### src/rtl/fetch_entry_fifo.sv
// Fetch-entry decoupling FIFO between the frontend and decode.
// First-word fall-through from registered storage. Enqueue is blocked after an
// excepting entry until the next flush, so no wrong-path entries follow it.
module fetch_entry_fifo #(
  parameter int unsigned DEPTH = 4,
  parameter int unsigned VLEN  = 64,
  parameter int unsigned BP_W  = 2
) (
  input  logic                      clk_i,
  input  logic                      rst_ni,
  input  logic                      flush_i,
  input  logic                      in_valid_i,
  output logic                      in_ready_o,
  input  logic [VLEN-1:0]           in_address_i,
  input  logic [31:0]               in_instruction_i,
  input  logic [BP_W-1:0]           in_bp_i,
  input  logic                      in_ex_valid_i,
  output logic                      out_valid_o,
  input  logic                      out_ready_i,
  output logic [VLEN-1:0]           out_address_o,
  output logic [31:0]               out_instruction_o,
  output logic [BP_W-1:0]           out_bp_o,
  output logic                      out_ex_valid_o,
  output logic [$clog2(DEPTH):0]    count_o,
  output logic                      ex_blocked_o
);

  localparam int unsigned PW = $clog2(DEPTH);
  localparam int unsigned CW = PW + 1;

  typedef struct packed {
    logic [VLEN-1:0] address;
    logic [31:0]     instruction;
    logic [BP_W-1:0] bp;
    logic            ex_valid;
  } entry_t;

  typedef enum logic {
    OPEN    = 1'b0,
    BLOCKED = 1'b1
  } blk_state_e;

  entry_t     mem_q [DEPTH];
  logic [PW-1:0] rd_q, wr_q;
  logic [CW-1:0] count_q;
  blk_state_e blk_q, blk_d;
  logic       ex_blk_q;
  logic       push, pop;
  entry_t     in_entry, head;

  assign ex_blk_q    = (blk_q == BLOCKED);

  // Handshake qualifiers; ready depends only on registered state.
  assign in_ready_o  = (count_q < CW'(DEPTH)) && !ex_blk_q;
  assign out_valid_o = (count_q != '0);
  assign push        = in_valid_i && in_ready_o;
  assign pop         = out_valid_o && out_ready_i;

  assign in_entry = '{address:     in_address_i,
                      instruction: in_instruction_i,
                      bp:          in_bp_i,
                      ex_valid:    in_ex_valid_i};

  // Head entry falls through from storage.
  assign head              = mem_q[rd_q];
  assign out_address_o     = head.address;
  assign out_instruction_o = head.instruction;
  assign out_bp_o          = head.bp;
  assign out_ex_valid_o    = head.ex_valid;
  assign count_o           = count_q;
  assign ex_blocked_o      = ex_blk_q;

  // Entry storage; cleared on reset so the data outputs never carry X.
  always_ff @(posedge clk_i or negedge rst_ni) begin
    if (!rst_ni) begin
      for (int unsigned i = 0; i < DEPTH; i++) begin
        mem_q[i] <= '0;
      end
    end else if (push && !flush_i) begin
      mem_q[wr_q] <= in_entry;
    end
  end

  // Pointers and occupancy; flush overrides any push/pop in the same cycle.
  always_ff @(posedge clk_i or negedge rst_ni) begin
    if (!rst_ni) begin
      rd_q    <= '0;
      wr_q    <= '0;
      count_q <= '0;
    end else if (flush_i) begin
      rd_q    <= '0;
      wr_q    <= '0;
      count_q <= '0;
    end else begin
      if (push) begin
        wr_q <= wr_q + PW'(1);
      end
      if (pop) begin
        rd_q <= rd_q + PW'(1);
      end
      if (push && !pop) begin
        count_q <= count_q + CW'(1);
      end else if (pop && !push) begin
        count_q <= count_q - CW'(1);
      end
    end
  end

  // Exception-block state register.
  always_ff @(posedge clk_i or negedge rst_ni) begin
    if (!rst_ni) begin
      blk_q <= OPEN;
    end else begin
      blk_q <= blk_d;
    end
  end

  // Exception-block next state: an excepting push closes, only flush reopens.
  always_comb begin
    blk_d = blk_q;
    if (flush_i) begin
      blk_d = OPEN;
    end else begin
      case (blk_q)
        OPEN:    if (push && in_ex_valid_i) blk_d = BLOCKED;
        BLOCKED: blk_d = BLOCKED;
        default: blk_d = OPEN;
      endcase
    end
  end

endmodule

### config.mk
export PLATFORM = sky130hd
export DESIGN_NAME = fetch_entry_fifo
export DESIGN_NICKNAME = d
export VERILOG_FILES = /design/src/rtl/fetch_entry_fifo.sv
export SDC_FILE = /design/constraint.sdc
export NUM_CORES = 1
export LEC_CHECK = 0
export BUFFER_PORTS_ARGS = -buffer_cell sky130_fd_sc_hd__buf_2
export CAP_MARGIN = 20
export CORE_UTILIZATION = 30
export CTS_CLUSTER_SIZE = 10
export DETAILED_ROUTE_END_ITERATION = 8
export GPL_TIMING_DRIVEN = 0
export PLACE_DENSITY = 0.46
export SLEW_MARGIN = 20
export SYNTH_ARGS = -nofsm -noshare
export SYNTH_HDL_FRONTEND = slang
export SYNTH_SLANG_ARGS = --single-unit
export TNS_END_PERCENT = 100
### constraint.sdc
create_clock -name clk_i -period 5.45 [get_ports clk_i]
set_input_delay 1.09 -clock clk_i [delete_from_list [all_inputs] [get_ports clk_i]]
set_output_delay 1.09 -clock clk_i [all_outputs]
set_load 0.02 [all_outputs]
==> results of run 1 <==
[cell families after synthesis]
group	Yosys count
muxes	495
xor gates and xnor gates	4
buffers and inverters	69
adders and majority gates	5
AOI/OAI and AO/OA	8
and+or+nand+nor	23
DFF	404
[metal layers]
layer | up-vias | routed length, um | track usage, %
met4 | 10 | 962 | 4.40
met1 | 5149 | 18400 | 19.1
met2 | 182 | 20400 | 24.3
met3 | 73 | 2750 | 4.51
met5 | - | 78 | 0
li1 | 4279 | - | -
[layout by cell type (no fill, tap or decap), types with 2 or more instances in the layout]
cell,instances
buf_2,223
mux2_2,386
diode_2,3
clkbuf_1,17
buf_8,3
ha_1,4
buf_16,5
inv_1,4
nand2_2,3
and2_1,2
clkinv_2,2
buf_1,21
mux2_1,10
mux4_2,99
buf_6,6
nor2_1,10
clkbuf_16,49
clkbuf_8,3
buf_4,9
nor3_1,2
dfrtp_1,404
xnor2_1,3
a21oi_1,2
[sequential cells by signal (all words and copies together), names as in the netlist]
signal	cells
wr_q	2
rd_q	2
count_o	3
mem_q	396
ex_blocked_o	1
[stage by stage]
stage / util [%] / setup slack [ps] / instances
CTS: 36.3 / 1200 / 2048
global route: 36.3 / 1180 / 2051
detailed placement: 34.0 / 1850 / 1985
floorplan: - / 2850 / 1008
finish: 36.3 / 1420 / 2051
global placement: 33.8 / -5180 / 1980
[power by group through the flow]
| stage | Sequential [mW] | Clock, mW | Combinational (mW) |
|---|---|---|---|
| 2_1_floorplan | 4.62 | 0 | 3.26 |
| 3_3_place_gp | 4.78 | 0 | 4.47 |
| 3_5_place_dp | 4.81 | 0 | 4.55 |
| 4_1_cts | 4.76 | 2.97 | 4.56 |
| 5_1_grt | 4.93 | 3.08 | 4.78 |
| 6_report | 4.76 | 2.83 | 4.43 |
[worst paths after layout]
path                             from                end  slack, ps  depth (start not counted)
max                           rd_q[1]  out_address_o[18]       1420                          4
min reg2reg                mem_q[327]         mem_q[327]        490                          1
max in group asynchronous      rst_ni         mem_q[233]       3670                          4
min                            rst_ni         mem_q[160]        390                          1
max reg2reg                count_o[2]         mem_q[196]       3160                          7
min in group clk_i         mem_q[327]         mem_q[327]        490                          1
[area by class of cell]
cell class              instances  area, um^2
diodes                          3        7.51
plain buffers                  65         368
clock buffers                  60        1300
clock inverters                 3        18.8
fillers                      5635       36700
inverters                       4        15.0
multi-input cells             535        6990
flip-flops and latches        404       10100
well taps                     765         957
repair buffers                212        1180
==> flow_summary.ini, run 1 <==
[run_status]
status = finished, final reports clean

[timing]
min_period_ps = 4030
tns_ps = 0
rsz0062_at_grt = false
fin_worst_skew_ps = 22.3
tightest_slew_ps = 1010
drv_slew = 0
fmax_mhz = 248
final-setup-viol-count = 0
timing.final.crit_share_pct = 74.0
final-hold-violation-count = 0
relSlewSlack_pct = 32.7
whs_ps = 388

[yosys]
synthTopCellsByCount = dfrtp_1 (404), mux2_2 (386), mux4_2 (99)
synthSimpleGateAreaFrac_pct = 0.837
synth_adder_area_share_pct = 0.401
synth.area.mux_share_pct = 38.3
yosysSeqAreaShare_pct = 57.8
synth.area.top_cells = dfrtp_1 (58%), mux2_2 (25%), mux4_2 (13%)
syn_avg_cell_area_um2 = 17.3
synth_xor_area_share_pct = 0.200
synth_top_family_by_area = multiplexers
ys_ff_latch = 404
syn_nets = 1117
netlist_area_um2 = 17500
yosys_warnings = 0
synth_flop_cell = dfrtp_1
yosysTopAreaCell = dfrtp_1
yosysMostFrequentCell = dfrtp_1
synth_cell_types = 32
synth.top_cell.area_share_pct = 57.8
synth_cells = 1008
synth_compound_area_share_pct = 0.308
async_flop_share_pct = 100
synth_edf_count = 0

[power]
p_int_mw = 8.12
switching_share_pct = 32.4
clockPowerShare_pct = 23.5
p_total_mw = 12.0
seqPwrFrac_pct = 39.6
vdd_drop_max_mv = 0.285
power-per-cell-area_nw_per_um2 = 574
comb_power_share_pct = 36.9
p_leak_nw = 9.51
power_switching_mw = 3.90

[placement]
place_area_um2 = 19600
io_buffers = 207
gp_congestion = 0.735
dp_hpwl_um = 27900

[grt]
grtUsageTotal_pct = 14.9
grt_pass1_vias = 11000
grt-ovfl-total = 0
grt_max_degree = 92
grt_pass1_wl_um = 67500
antenna_found_initial = 9

[critical_path]
cp-end-kind = output pin
cp_common_cell = clkbuf_1
crit_required_ps = 4360
cp_slowest_stage_delay_ps = 750
criticalPathCategory = reg2out
arrival_ps = 2940
path_cells = clkbuf_1 -> clkbuf_1 -> mux4_2 -> buf_2
cp_slowest_cell = clkbuf_1
cp_num_buf_inv = 3
start_kind = flip-flop
worstPathMaxFanout = 10
cp_top_family = buffers and inverters

[routing]
ant_nets = 0
totalWireLength_um = 42600
drt_iter0_markers = 299
drc_errors = 0
wl_per_cell_um = 20.8
via_per_inst = 4.73
drtPass1Iterations = 4
num_vias = 9693

[clocking]
h-tree-depth = 2
cts_root_buf = clkbuf_16
post-cts-setup-buffer-count = 0
clock_path_buffers = 3
cts_resized = 0
cts_hold_buf = 0
clock-sinks = 404
clk_latency_ps = 570
cts_made_buffers = 48
cts_tree = yes
clkTransAtPathRegs_ps = 50

[finish]
area_delta_synth_final_pct = 19.8
fin_nets = 1379
drive_above_1_share_pct = 61.7
design_area_um2 = 21000

[die]
die_x_um = 243
die-area_um2 = 59300
initial_core_util_pct = 30.3
die_h_um = 243
ios = 209
core-area_um2 = 57700
rows = 88

[flow_run]
drv_cap = 0

[min_path]
worst_hold_path_type = in2async
No activity file was read; power rests on OpenSTA's default activity.
==> run 2: changes to the inputs <==
--- a/config.mk
+++ b/config.mk
@@ -5,13 +5,14 @@
 export SDC_FILE = /design/constraint.sdc
 export NUM_CORES = 1
 export LEC_CHECK = 0
+export ABC_AREA = 1
 export BUFFER_PORTS_ARGS = -buffer_cell sky130_fd_sc_hd__buf_2
 export CAP_MARGIN = 20
 export CORE_UTILIZATION = 30
 export CTS_CLUSTER_SIZE = 10
 export DETAILED_ROUTE_END_ITERATION = 8
 export GPL_TIMING_DRIVEN = 0
-export PLACE_DENSITY = 0.46
+export PLACE_DENSITY = 0.45
 export SLEW_MARGIN = 20
 export SYNTH_ARGS = -nofsm -noshare
 export SYNTH_HDL_FRONTEND = slang
==> constraint.sdc (replaced) <==
create_clock -name clk_i -period 4.17 [get_ports clk_i]
set_input_delay 0.834 -clock clk_i [delete_from_list [all_inputs] [get_ports clk_i]]
set_output_delay 0.834 -clock clk_i [all_outputs]
set_load 0.02 [all_outputs]
==> run 2 against run 1 <==
  * Final cell count rose by 66%
  * Die area grew 6.2%
  * Hold slack got worse by 160 ps
  * Global-route usage up 7.0 points
  * Utilization rose by 0.24 points
  * Sequential cell count stayed put
  * Sequential share of layout area shrank 2.8 points
  * Critical path depth rose by 3
  * Synthesized cell count rose by 130%
  * Critical path type unchanged
  * Critical endpoint is now out_address_o[35]
  * Largest cell class unchanged
==> flow_summary.ini, run 2 <==
[timing]
rsz0062_at_grt = false
relSlewSlack_pct = 47.7
final-setup-viol-count = 0
final-hold-violation-count = 0
tns_ps = 0
min_period_ps = 4120
tightest_slew_ps = 784
fin_worst_skew_ps = 27.5
timing.final.crit_share_pct = 98.8
fmax_mhz = 243
drv_slew = 0

[critical_path]
arrival_ps = 3280
cp_slowest_stage_delay_ps = 510
r2r-end = mem_q[286]
criticalPathCategory = reg2out
crit_required_ps = 3340
r2r_start = wr_q[1]
start_kind = flip-flop
cp-end-kind = output pin
cp_slowest_cell = clkbuf_1
worstPathMaxFanout = 10
cp_common_cell = buf_2
cp_top_family = buffers and inverters
path_cells = buf_2 -> buf_2 -> buf_2 -> clkbuf_1 -> nor2_1 -> o22ai_1 -> buf_2
cp_num_buf_inv = 5
worst-r2r-cell-count = 9
r2r_slack_ps = 1150

[finish]
largest_register_ffs = 396
area_delta_synth_final_pct = 19.6
fin_nets = 2705
final_cell_mix = nand2_1 (802), o21ai_0 (530), dfrtp_1 (404)
regMostFlops = mem_q
stdcell_count = 3404
final_common_cell = nand2_1
diodes = 0
drive_above_1_share_pct = 12.8

[clocking]
h-tree-depth = 2
cts_hold_buf = 0
cts_root_buf = clkbuf_16
clkTransAtPathRegs_ps = 60
clock-sinks = 404
cts_made_buffers = 50
cts_tree = yes
clock_path_buffers = 3
clk_latency_ps = 600

[grt]
grtUsageTotal_pct = 22.0
grt_pass1_wl_um = 106000
grt_max_degree = 94
grt_pass1_vias = 17400
antenna_found_initial = 10
grt-ovfl-total = 0

[yosys]
async_flop_share_pct = 100
yosysTopAreaCell = dfrtp_1
yosysMostFrequentCell = nand2_1
synthTopCellsByCount = nand2_1 (802), o21ai_0 (530), dfrtp_1 (404)
synth_edf_count = 0
netlist_area_um2 = 18600
yosys_warnings = 0
ys_ff_latch = 404
synth_cells = 2333
syn_avg_cell_area_um2 = 7.97
syn_nets = 2442
synth.area.top_cells = dfrtp_1 (54%), nand2_1 (16%), o21ai_0 (14%)
synth_flop_cell = dfrtp_1
yosysSeqAreaShare_pct = 54.4
synth.top_cell.area_share_pct = 54.4
synth_cell_types = 24

[routing]
ant_nets = 0
drc_errors = 0
totalWireLength_um = 69200
num_vias = 17300
drt_iter0_markers = 1176
via_per_inst = 5.09
wl_per_cell_um = 20.3
drtPass1Iterations = 5

[die]
rows = 90
die_h_um = 251
die-area_um2 = 63000
die_x_um = 251
initial_core_util_pct = 30.6
ios = 209
core-area_um2 = 60800

[placement]
dp_hpwl_um = 46600
dp.cells = 3327
gp_congestion = 0.837
io_buffers = 208

[min_path]
worst_hold_path_type = in2async

[power]
power-per-cell-area_nw_per_um2 = 764
p_leak_nw = 11.1
vdd_drop_max_mv = 0.337

[flow_run]
drv_cap = 0

[run_status]
status = finished, final reports clean
run 2: cell count changes in the layout (fill, tap and decap cells not counted), moves of 21 or more:
cell	previous run	this run
o21ai_0	1	530
mux4_2	99	0
o22ai_1	0	99
o21ai_1	0	70
mux2_2	386	0
buf_2	223	244
nand2_1	1	802
clkbuf_1	17	149
nor2_1	10	200
run 2: area by class of cell:
type / count / area [um^2]
Clock inverter: 6 / 58.8
Timing Repair Buffer: 212 / 1160
Clock buffer: 72 / 1450
Inverter: 15 / 58.8
Tap cell: 782 / 978
Buffer: 189 / 822
Sequential cell: 404 / 10100
Fill cell: 6507 / 38600
Multi-Input combinational cell: 1724 / 7590
run 2: report_power, final:
part / switching [mW] / internal [mW] / leakage [nW]
Combinational: 4.59 / 1.93 / 5.16
Sequential: 0.761 / 5.56 / 5.24
Clock: 1.71 / 2.43 / 0.742
Total: 7.06 / 9.92 / 11.1
run 2: how the worst max path moves through the flow:
stage | startpoint | end | slack [ps] | cells past startpoint
CTS | rd_q[0] | out_address_o[1] | 50 | 8
floorplan | rd_q[0] | out_address_o[15] | 1720 | 7
global route | rd_q[0] | out_instruction_o[6] | 3 | 8
global placement | rst_ni | mem_q[383] | -6410 | 1
detailed placement | rd_q[1] | out_instruction_o[3] | 510 | 7
finish | rd_q[0] | out_address_o[35] | 50 | 7
run 2: stage by stage:
step                      setup WS, ps  hold slack (ps)  power [mW]  util [%]  cell area (um^2)
after floorplan                   1720              444        10.2         -             18600
after global placement           -6410              456        12.8      33.9             20600
after detailed placement           509              463        13.0      34.1             20700
after CTS                         50.3              223        17.2      36.5             22200
after global routing              3.05              251        18.2      36.6             22200
final                             51.1              224        17.0      36.6             22200
run 2: routing by layer:
layer / part of all wire, % / track usage (%)
met4: 2.5 / 6.25
met2: 46 / 35.6
met3: 5.8 / 4.29
met1: 45 / 29.8
met5: 0.088 / 0
run 2: cells by family (layout without fill, tap and decap cells):
family	Yosys count	after routing	synth area share [%]
flops	404	404	54.4
simple gates	1017	1017	20.9
buf+inv	205	494	4.75
fa+ha+maj	5	5	0.377
compound gates	702	702	19.6
run 2: repair_timing:
item,4_1_cts,5_1_grt
buffers inserted,0,0
pin swaps,0,0
gates resized for setup,0,4
setup endpoints to repair,6,4
==> run 3: changes to the inputs <==
--- a/config.mk
+++ b/config.mk
@@ -8,6 +8,7 @@
 export ABC_AREA = 1
 export BUFFER_PORTS_ARGS = -buffer_cell sky130_fd_sc_hd__buf_2
 export CAP_MARGIN = 20
+export CORE_MARGIN = 2
 export CORE_UTILIZATION = 30
 export CTS_CLUSTER_SIZE = 10
 export DETAILED_ROUTE_END_ITERATION = 8
==> run 3 against run 2 <==
  * Critical path depth up 1
  * Register-to-register slack worse by 60 ps
  * Non-clock buffer count did not move
  * Sequential power barely moved
  * Critical path type unchanged
  * Largest cell class unchanged
==> flow_summary.ini, run 3 (same netlist as run 2, synthesis figures left out) <==
[routing]
totalWireLength_um = 70100
via_per_inst = 5.10
num_vias = 17400
ant_nets = 0
drtPass1Iterations = 5
wl_per_cell_um = 20.6
drc_errors = 0
drt_iter0_markers = 1282

[die]
die-area_um2 = 64000
rows = 91
core-area_um2 = 61500
ios = 209
die_x_um = 253
initial_core_util_pct = 30.2
die_h_um = 253

[timing]
fin_ws_ps = 107
relSlewSlack_pct = 44.4
final-setup-viol-count = 0
timing.final.crit_share_pct = 97.4
tightest_slew_ps = 828
min_period_ps = 4060
drv_slew = 0
fin_worst_skew_ps = 22.1
rsz0062_at_grt = true
fmax_mhz = 246
tns_ps = 0
final-hold-violation-count = 0
whs_ps = 195

[critical_path]
criticalPathCategory = reg2out
arrival_ps = 3230
start_kind = flip-flop
cp-end-kind = output pin
crit_required_ps = 3340
worstPathMaxFanout = 10

[clocking]
cts_hold_buf = 0
clock_path_buffers = 3
h-tree-depth = 2
cts_root_buf = clkbuf_16
clk_latency_ps = 600
cts_made_buffers = 49
clock-sinks = 404
cts_tree = yes
clkTransAtPathRegs_ps = 60
post-cts-setup-buffer-count = 0
cts_resized = 0

[finish]
nFillCells = 6572
final_cell_mix = nand2_1 (802), o21ai_0 (530), dfrtp_1 (404)
regMostFlops = mem_q
design_area_um2 = 22200
stdcell_count = 3411
multi_input_area_um2 = 7590
drive_above_1_share_pct = 12.6
fin_nets = 2704
seq_area_um2 = 10100
final_common_cell = nand2_1
area_delta_synth_final_pct = 19.2
largest_register_ffs = 396

[run_status]
status = finished, final reports clean

[power]
p_leak_nw = 11.1
vdd_drop_max_mv = 0.340
power-per-cell-area_nw_per_um2 = 760

[placement]
io_buffers = 208
place_area_um2 = 20700
dp.cells = 3335
dp_worst_setup_slack_ps = 568
gp_congestion = 0.809
dp_hpwl_um = 47100

[grt]
grt-ovfl-total = 0
grt_max_degree = 94
antenna_found_initial = 9
grtUsageTotal_pct = 21.9
grt_pass1_vias = 17400
grt_pass1_wl_um = 107000

[flow_run]
drv_cap = 0

[min_path]
worst_hold_path_type = in2async
==> run 3: changes by cell type in the layout (fill, tap and decap cells not counted) <==
| cell | delta |
|---|---|
| clkbuf_16 | -2 |
| inv_6 | +1 |
| clkinvlp_4 | +1 |
| clkinv_2 | -3 |
| diode_2 | +4 |
| clkbuf_8 | -1 |
| bufinv_16 | -1 |
==> run 3: routing by layer <==
metal	GRT usage (%)	wire length, um
met1	29.7	31100
met2	34.8	32200
met3	5.15	5180
met4	6.00	1570
met5	0	64
==> run 3: final cells by class <==
class	count	area share, %
sequential	404	45.6
clock inverter	4	0.136
antenna	4	0.0452
multi-input combinational	1724	34.3
inverter	15	0.265
buffer	189	3.71
clock buffer	69	6.23
tap	790	4.46
timing repair buffer	212	5.24
==> run 3: metrics by stage <==
stage / utilization, % / total power, mW
finish: 36.0 / 16.8
global route: 36.0 / 18.1
CTS: 36.0 / 17.0
detailed placement: 33.7 / 13.0
global placement: 33.5 / 12.8
floorplan: - / 10.2
==> run 3: report_power, final <==
| part | switching, mW | internal, mW |
|---|---|---|
| clock | 1.69 | 2.27 |
| combinational | 4.61 | 1.94 |
| sequential | 0.764 | 5.56 |
| total | 7.07 | 9.76 |
==> run 3: worst paths after layout <==
path                            start                     to  slack, ps  cells past startpoint
min in group clk_i         mem_q[102]             mem_q[102]        480                      2
max in group asynchronous      rst_ni             mem_q[382]       2270                      4
min                            rst_ni              mem_q[41]        190                      1
max                           rd_q[0]  out_instruction_o[23]        110                      8
min reg2reg                mem_q[102]             mem_q[102]        480                      2
max reg2reg                   wr_q[0]              mem_q[95]       1090                      8
==> run 3: worst max-delay path: stages, from the launching register on <==
cell and delay [ps]:
dfrtp_1 350, buf_2 260, buf_2 310, inv_1 140
buf_2 430, clkbuf_1 450, o21ai_0 150, o22ai_1 290
buf_2 230
